<file path="src/rtl/puf_reader_if.sv">
// Controller-side bus of the PUF response reader.
//
// Handshake: the reader raises resp_valid with response stable and holds both
// until it samples resp_valid & resp_ready high on a clk edge; resp_valid
// drops in the following cycle. start is a request sampled only while busy
// is low; while busy is high it is ignored and not queued.
interface puf_reader_if #(
    parameter int RESP_BITS = 8
);
    logic                 start;
    logic [4:0]           challenge;
    logic                 busy;
    logic                 resp_valid;
    logic                 resp_ready;
    logic [RESP_BITS-1:0] response;

    // System controller side.
    modport master (
        output start, challenge, resp_ready,
        input  busy, resp_valid, response
    );

    // Response reader side.
    modport slave (
        input  start, challenge, resp_ready,
        output busy, resp_valid, response
    );
endinterface

</file>
<file path="src/rtl/puf_response_reader.sv">
// Ring-oscillator PUF challenge sequencer and response reader.
// For each response bit k it selects oscillator pair (base+2k, base+2k+1),
// lets the muxes settle, counts synchronized rising edges of both muxed
// outputs over a fixed window and records response[k] = (cnt_a > cnt_b).
// Optional build macro PUF_READER_MAJORITY_EN: each bit is measured three
// times with the same selects and the majority of the three results is kept.
module puf_response_reader #(
    parameter int WINDOW_CYCLES = 1024,
    parameter int CNT_W         = 16,
    parameter int RESP_BITS     = 8
) (
    input  logic       clk,
    input  logic       rst_n,
    puf_reader_if.slave host,
    input  logic       ro_a,
    input  logic       ro_b,
    output logic [4:0] sel_a,
    output logic [4:0] sel_b,
    output logic       osc_en,
    output logic [2:0] state_o
);
    localparam int TW = $clog2(WINDOW_CYCLES);
    localparam logic [TW-1:0] SETTLE_LAST = TW'(3);
    localparam logic [TW-1:0] WINDOW_LAST = TW'(WINDOW_CYCLES - 1);
    localparam logic [3:0]    K_LAST      = 4'(RESP_BITS - 1);

    typedef enum logic [2:0] {
        S_IDLE    = 3'd0,
        S_SETTLE  = 3'd1,
        S_MEASURE = 3'd2,
        S_COMPARE = 3'd3,
        S_DONE    = 3'd4
    } state_t;

    state_t               state_q;
    logic [4:0]           base_q;
    logic [3:0]           k_q;
    logic [TW-1:0]        timer_q;
    logic [CNT_W-1:0]     cnt_a_q;
    logic [CNT_W-1:0]     cnt_b_q;
    logic [1:0]           sync_a_q;
    logic [1:0]           sync_b_q;
    logic                 prev_a_q;
    logic                 prev_b_q;
    logic [RESP_BITS-1:0] response_q;
    logic                 busy_q;
    logic                 resp_valid_q;

    logic                 rise_a;
    logic                 rise_b;
    logic                 a_gt_b;
    logic                 bit_val;
    logic [3:0]           k_inc;
    logic [4:0]           sel_a_d;
    logic [RESP_BITS-1:0] bit_mask;

`ifdef PUF_READER_MAJORITY_EN
    logic [1:0]           pass_q;
    logic [1:0]           votes_q;
    logic [1:0]           vote_total;

    // Majority of three: current comparison plus the two stored votes.
    assign vote_total = votes_q + {1'b0, a_gt_b};
    assign bit_val    = (vote_total >= 2'd2);
`else
    assign bit_val    = a_gt_b;
`endif

    // Edge detectors look at the synchronized level against its previous value.
    assign rise_a   = sync_a_q[1] & ~prev_a_q;
    assign rise_b   = sync_b_q[1] & ~prev_b_q;
    assign a_gt_b   = (cnt_a_q > cnt_b_q);
    assign k_inc    = k_q + 4'd1;
    assign sel_a_d  = base_q + {k_inc, 1'b0};
    assign bit_mask = RESP_BITS'(bit_val) << k_q;

    assign host.busy       = busy_q;
    assign host.resp_valid = resp_valid_q;
    assign host.response   = response_q;
    assign state_o         = state_q;

    // Sequencer, synchronizers, edge counters and registered outputs.
    always_ff @(posedge clk or negedge rst_n) begin
        if (!rst_n) begin
            state_q      <= S_IDLE;
            base_q       <= '0;
            k_q          <= '0;
            timer_q      <= '0;
            cnt_a_q      <= '0;
            cnt_b_q      <= '0;
            sync_a_q     <= '0;
            sync_b_q     <= '0;
            prev_a_q     <= 1'b0;
            prev_b_q     <= 1'b0;
            response_q   <= '0;
            busy_q       <= 1'b0;
            resp_valid_q <= 1'b0;
            osc_en       <= 1'b0;
            sel_a        <= '0;
            sel_b        <= '0;
`ifdef PUF_READER_MAJORITY_EN
            pass_q       <= '0;
            votes_q      <= '0;
`endif
        end else begin
            // Synchronizers run in every active state; during SETTLE this
            // flushes levels from the previous select before counting starts.
            if (state_q == S_IDLE) begin
                sync_a_q <= '0;
                sync_b_q <= '0;
                prev_a_q <= 1'b0;
                prev_b_q <= 1'b0;
            end else begin
                sync_a_q <= {sync_a_q[0], ro_a};
                sync_b_q <= {sync_b_q[0], ro_b};
                prev_a_q <= sync_a_q[1];
                prev_b_q <= sync_b_q[1];
            end

            case (state_q)
                S_IDLE: begin
                    if (host.start) begin
                        base_q     <= host.challenge;
                        k_q        <= '0;
                        timer_q    <= '0;
                        cnt_a_q    <= '0;
                        cnt_b_q    <= '0;
                        response_q <= '0;
                        sel_a      <= host.challenge;
                        sel_b      <= host.challenge + 5'd1;
                        osc_en     <= 1'b1;
                        busy_q     <= 1'b1;
`ifdef PUF_READER_MAJORITY_EN
                        pass_q     <= '0;
                        votes_q    <= '0;
`endif
                        state_q    <= S_SETTLE;
                    end
                end

                S_SETTLE: begin
                    cnt_a_q <= '0;
                    cnt_b_q <= '0;
                    if (timer_q == SETTLE_LAST) begin
                        timer_q <= '0;
                        state_q <= S_MEASURE;
                    end else begin
                        timer_q <= timer_q + 1'b1;
                    end
                end

                S_MEASURE: begin
                    // Counters stick at all-ones rather than wrapping.
                    if (rise_a && (cnt_a_q != '1)) cnt_a_q <= cnt_a_q + 1'b1;
                    if (rise_b && (cnt_b_q != '1)) cnt_b_q <= cnt_b_q + 1'b1;
                    if (timer_q == WINDOW_LAST) begin
                        timer_q <= '0;
                        state_q <= S_COMPARE;
                    end else begin
                        timer_q <= timer_q + 1'b1;
                    end
                end

                S_COMPARE: begin
                    timer_q <= '0;
                    cnt_a_q <= '0;
                    cnt_b_q <= '0;
`ifdef PUF_READER_MAJORITY_EN
                    if (pass_q != 2'd2) begin
                        // Repeat the measurement on the same pair.
                        pass_q  <= pass_q + 2'd1;
                        votes_q <= vote_total;
                        state_q <= S_SETTLE;
                    end else begin
                        pass_q     <= '0;
                        votes_q    <= '0;
                        response_q <= response_q | bit_mask;
                        if (k_q == K_LAST) begin
                            osc_en       <= 1'b0;
                            resp_valid_q <= 1'b1;
                            state_q      <= S_DONE;
                        end else begin
                            k_q     <= k_inc;
                            sel_a   <= sel_a_d;
                            sel_b   <= sel_a_d + 5'd1;
                            state_q <= S_SETTLE;
                        end
                    end
`else
                    response_q <= response_q | bit_mask;
                    if (k_q == K_LAST) begin
                        osc_en       <= 1'b0;
                        resp_valid_q <= 1'b1;
                        state_q      <= S_DONE;
                    end else begin
                        k_q     <= k_inc;
                        sel_a   <= sel_a_d;
                        sel_b   <= sel_a_d + 5'd1;
                        state_q <= S_SETTLE;
                    end
`endif
                end

                S_DONE: begin
                    // Response stays stable until the consumer takes it.
                    if (host.resp_ready) begin
                        resp_valid_q <= 1'b0;
                        busy_q       <= 1'b0;
                        response_q   <= '0;
                        sel_a        <= '0;
                        sel_b        <= '0;
                        state_q      <= S_IDLE;
                    end
                end

                default: begin
                    state_q <= S_IDLE;
                end
            endcase
        end
    end
endmodule

</file>
<file path="src/flat_wrapper.sv">
// flat-port wrapper written by rule: the top's interface ports become plain ports
module puf_response_reader_flat 
#(
    parameter int WINDOW_CYCLES = 1024,
    parameter int CNT_W         = 16,
    parameter int RESP_BITS     = 8
)
  (clk, rst_n, ro_a, ro_b, sel_a, sel_b, osc_en, state_o, host_start, host_challenge, host_resp_ready, host_busy, host_resp_valid, host_response);
  puf_reader_if #(.RESP_BITS(RESP_BITS)) host_i ();
  input  logic clk;
  input  logic rst_n;
  input  logic ro_a;
  input  logic ro_b;
  output logic [4:0] sel_a;
  output logic [4:0] sel_b;
  output logic osc_en;
  output logic [2:0] state_o;
  input wire logic [$bits(host_i.start)-1:0] host_start;
  input wire logic [$bits(host_i.challenge)-1:0] host_challenge;
  input wire logic [$bits(host_i.resp_ready)-1:0] host_resp_ready;
  output wire logic [$bits(host_i.busy)-1:0] host_busy;
  output wire logic [$bits(host_i.resp_valid)-1:0] host_resp_valid;
  output wire logic [$bits(host_i.response)-1:0] host_response;
  assign host_i.start = host_start;
  assign host_i.challenge = host_challenge;
  assign host_i.resp_ready = host_resp_ready;
  assign host_busy = host_i.busy;
  assign host_resp_valid = host_i.resp_valid;
  assign host_response = host_i.response;
  puf_response_reader #(.WINDOW_CYCLES(WINDOW_CYCLES), .CNT_W(CNT_W), .RESP_BITS(RESP_BITS)) u_core (.clk(clk), .rst_n(rst_n), .host(host_i), .ro_a(ro_a), .ro_b(ro_b), .sel_a(sel_a), .sel_b(sel_b), .osc_en(osc_en), .state_o(state_o));
endmodule
</file>
<file path="config.mk">
export PLATFORM = sky130hd
export DESIGN_NAME = puf_response_reader_flat
export DESIGN_NICKNAME = d
export VERILOG_FILES = /design/src/rtl/puf_reader_if.sv /design/src/rtl/puf_response_reader.sv /design/src/flat_wrapper.sv
export SDC_FILE = /design/constraint.sdc
export NUM_CORES = 1
export LEC_CHECK = 0
export ABC_CLOCK_PERIOD_IN_PS = 3200
export CORE_ASPECT_RATIO = 0.5
export CORE_UTILIZATION = 50
export DETAILED_ROUTE_END_ITERATION = 12
export PLACE_DENSITY = 0.7
export SKIP_CTS_REPAIR_TIMING = 1
export SYNTH_ARGS = -nofsm -noshare
export SYNTH_HDL_FRONTEND = slang
export SYNTH_SLANG_ARGS = --single-unit
</file>
<file path="constraint.sdc">
create_clock -name clk -period 3.2 [get_ports clk]
set_clock_uncertainty 0.1 [all_clocks]
set_input_delay 0.32 -clock clk [delete_from_list [all_inputs] [get_ports clk]]
set_output_delay 0.32 -clock clk [all_outputs]
set_load 0.1 [all_outputs]
</file>
==> results.toml <==
[cts]
clk_pin_slew_ns = 0.07
cts_tree = "built"
clock_path_buffers = 2
clock_latency_ns = 0.35
cts_htree_levels = 3
numCtsBuffers = 9
cts-root-buf = "clkbuf_16"
cts_sinks = 81

[synthesis]
synth_most_common_cell = "dfrtp_1"
ys.flop_type = "dfrtp_1"
synthDistinctLibCells = 64
syn_inst = 484
synth_common_cells = "dfrtp_1, nand2_1, nor2_1, a21oi_1, nand3_1"
synth_top_cell_area_share_pct = 43.90
ys_seq_area_share_pct = 43.90
async_flop_share_pct = 100.0
synth_edf_count = 0
syn_avg_cell_area_um2 = 9.539
syn_nets = 520
synth_top_area_cell = "dfrtp_1"
netlist_area_um2 = 4617
ys_top_cells_by_area = "dfrtp_1, ha_1, nand2_1"
yosysWarnings = 0
synth-seq-cells = 81

[floorplan]
rows = 24
io_pins = 35
fp.dieH_um = 69.95
die_w_um = 137.9
dieArea_um2 = 9646
initial_core_util_pct = 52.30
core_area_um2 = 8828

[pwr]
leakagePower_uw = 0.002301
p_per_area_nw_per_um2 = 861.6
vdd_drop_max_mv = 1.041

[finish]
diodes = 0
layout-drive-gt1-share_pct = 8.478
instances_no_fill = 636
finalNetCount = 550
postLayoutCellArea_um2 = 5331
multiInputGateArea_um2 = 2405
final_util_pct = 60.39
syn_to_final_growth_pct = 15.47
regArea_um2 = 2027
fillers = 782

[critical_path]
timing.rr.start = "u_core.k_q[1]$_DFFE_PN0P_"
r2r_slack_ns = 0.66
reg2reg_to = "u_core.sel_b[4]$_DFFE_PN0P_"
start_kind = "register"
crit_path_end_kind = "register"
r2r_cells = 8
path_class = "register to register"
cpPeakStageDelay_ns = 0.51
crit_arrival_ns = 2.71
cp_cell_sequence = "ha_1, xor2_1, ha_1, xor2_1, mux2i_1, or3b_1, and3_1, o31ai_2"
slowest_stage = "dfrtp_1"
crit_path_max_fanout = 10
cp.required_ns = 3.36

[placed_design]
place_congestion = 0.8423
place_area_um2 = 5025
io_buffers = 34
place_hpwl_um = 6964
dp_cells = 620

[sta]
period_share_pct = 79.52
fmax_mhz = 393.0
maxSlewViolCount = 0
hold_slack_ns = 0.05361
setup_violations = 0
worst_pin_slew_ns = 1.019
hold_viol_final = 0
rsz0062_at_grt = "false"
slew_headroom_pct = 32.05
period_minus_slack_ns = 2.545
setup_tns_ns = 0

[global_route]
grtUsageTotal_pct = 23.52
grt-ovfl-total = 0
grt_pass1_vias = 3537
grt_pass1_wl_um = 17480
grt_start_max_net_pins = 82
grt_antenna_before_repair = 0

[outcome]
status = "finished, final reports clean"

[detailed_routing]
wl_um = 10180
drc = 0
drt_iter0_drc = 263
num_vias = 3729
wire_per_inst_um = 16.01
routed_via_density = 5.863
first_pass_iters = 5
detail-route-antenna-nets = 0

[min_path]
hold_path.class = "input pin to async pin"

[job]
drv_cap = 0
==> cells in the final DEF (no fill, tap or decap), drive strengths merged, types with 6 or more instances in the layout <==
cell type / count
inv: 28
clkbuf: 9
o21ai: 24
nor3: 12
buf: 8
xor2: 19
a21oi: 27
o31ai: 7
nor2: 37
a32o: 7
xnor2: 6
clkdlybuf4s50: 30
nand4: 18
nand2: 47
nor2b: 9
o211ai: 7
dfrtp: 81
nand3: 26
mux2i: 7
and3: 12
nor4: 8
ha: 24
and2: 6
==> per-stage QoR <==
| stage | total power [uW] | setup WS (ns) |
|---|---|---|
| after global routing | 4858 | 0.4601 |
| after detailed placement | 3535 | 0.6687 |
| after global placement | 3516 | 0.7121 |
| final | 4594 | 0.6553 |
| after floorplan | 3069 | 0.3858 |
| after CTS | 4625 | 0.6540 |
==> state kept, by name (all words and copies together), names as in the netlist <==
signal / flops
u_core.sync_a_q: 2
u_core.prev_b_q: 1
u_core.k_q: 4
u_core.cnt_a_q: 16
u_core.sel_b: 5
u_core.host.response: 8
u_core.timer_q: 10
u_core.state_o: 3
u_core.cnt_b_q: 16
u_core.sel_a: 5
u_core.host.resp_valid: 1
u_core.base_q: 5
u_core.prev_a_q: 1
u_core.osc_en: 1
u_core.sync_b_q: 2
u_core.host.busy: 1
==> worst max-delay path by stage <==
stage	cells past startpoint	to	slack, ns	start
after floorplan	9	u_core.sel_b[4]$_DFFE_PN0P_	0.39	u_core.state_o[2]$_DFFE_PN0P_
after global placement	6	u_core.cnt_b_q[9]$_DFFE_PN0P_	0.71	host_start
after detailed placement	8	u_core.sel_b[4]$_DFFE_PN0P_	0.67	u_core.k_q[1]$_DFFE_PN0P_
after CTS	8	u_core.sel_b[4]$_DFFE_PN0P_	0.65	u_core.k_q[1]$_DFFE_PN0P_
after global routing	8	u_core.sel_b[4]$_DFFE_PN0P_	0.46	u_core.k_q[1]$_DFFE_PN0P_
final	8	u_core.sel_b[4]$_DFFE_PN0P_	0.66	u_core.k_q[1]$_DFFE_PN0P_
==> report_power, final <==
group          leakage, uW  switching [uW]  internal [uW]
Sequential         0.00107             209           1240
Combinational      0.00108            1460            609
Clock             0.000148             460            618
Total              0.00230            2130           2460
==> layout make-up <==
type | instances | share of cell area [%]
clock buffers | 9 | 4.224
clock inverters | 7 | 1.525
inverters | 23 | 1.619
multi-input cells | 361 | 45.11
flip-flops and latches | 81 | 38.02
well taps | 117 | 2.746
repair buffers | 38 | 6.759
==> worst max-delay path, delay by kind of cell (launching register included) <==
family | cells | cell delay, ns
AND/OR/NAND/NOR | 2 | 0.57
multiplexers | 1 | 0.15
flip-flops | 1 | 0.51
XOR/XNOR | 2 | 0.34
AO/OA/AOI/OAI | 1 | 0.16
adder cells (fa/ha/maj) | 2 | 0.62
==> metal layers <==
| layer | part of all wire [%] | up-vias | routed length [um] | GRT usage, % |
|---|---|---|---|---|
| li1 | - | 1823 | - | - |
| met1 | 48 | 1811 | 4880 | 33.13 |
| met2 | 46 | 79 | 4690 | 35.61 |
| met3 | 4.4 | 16 | 448 | 5.156 |
| met4 | 1.6 | 0 | 163 | 8.333 |
| met5 | 0 | - | 0 | 0 |
==> cells by family after synthesis <==
group / synth area share [%]
AO/OA/AOI/OAI: 14.39
XOR/XNOR: 4.743
adder cells (fa/ha/maj): 6.938
buffers and inverters: 4.011
flip-flops: 43.90
multiplexers: 2.737
AND/OR/NAND/NOR: 23.28
Power figures use the tool's default switching activity.
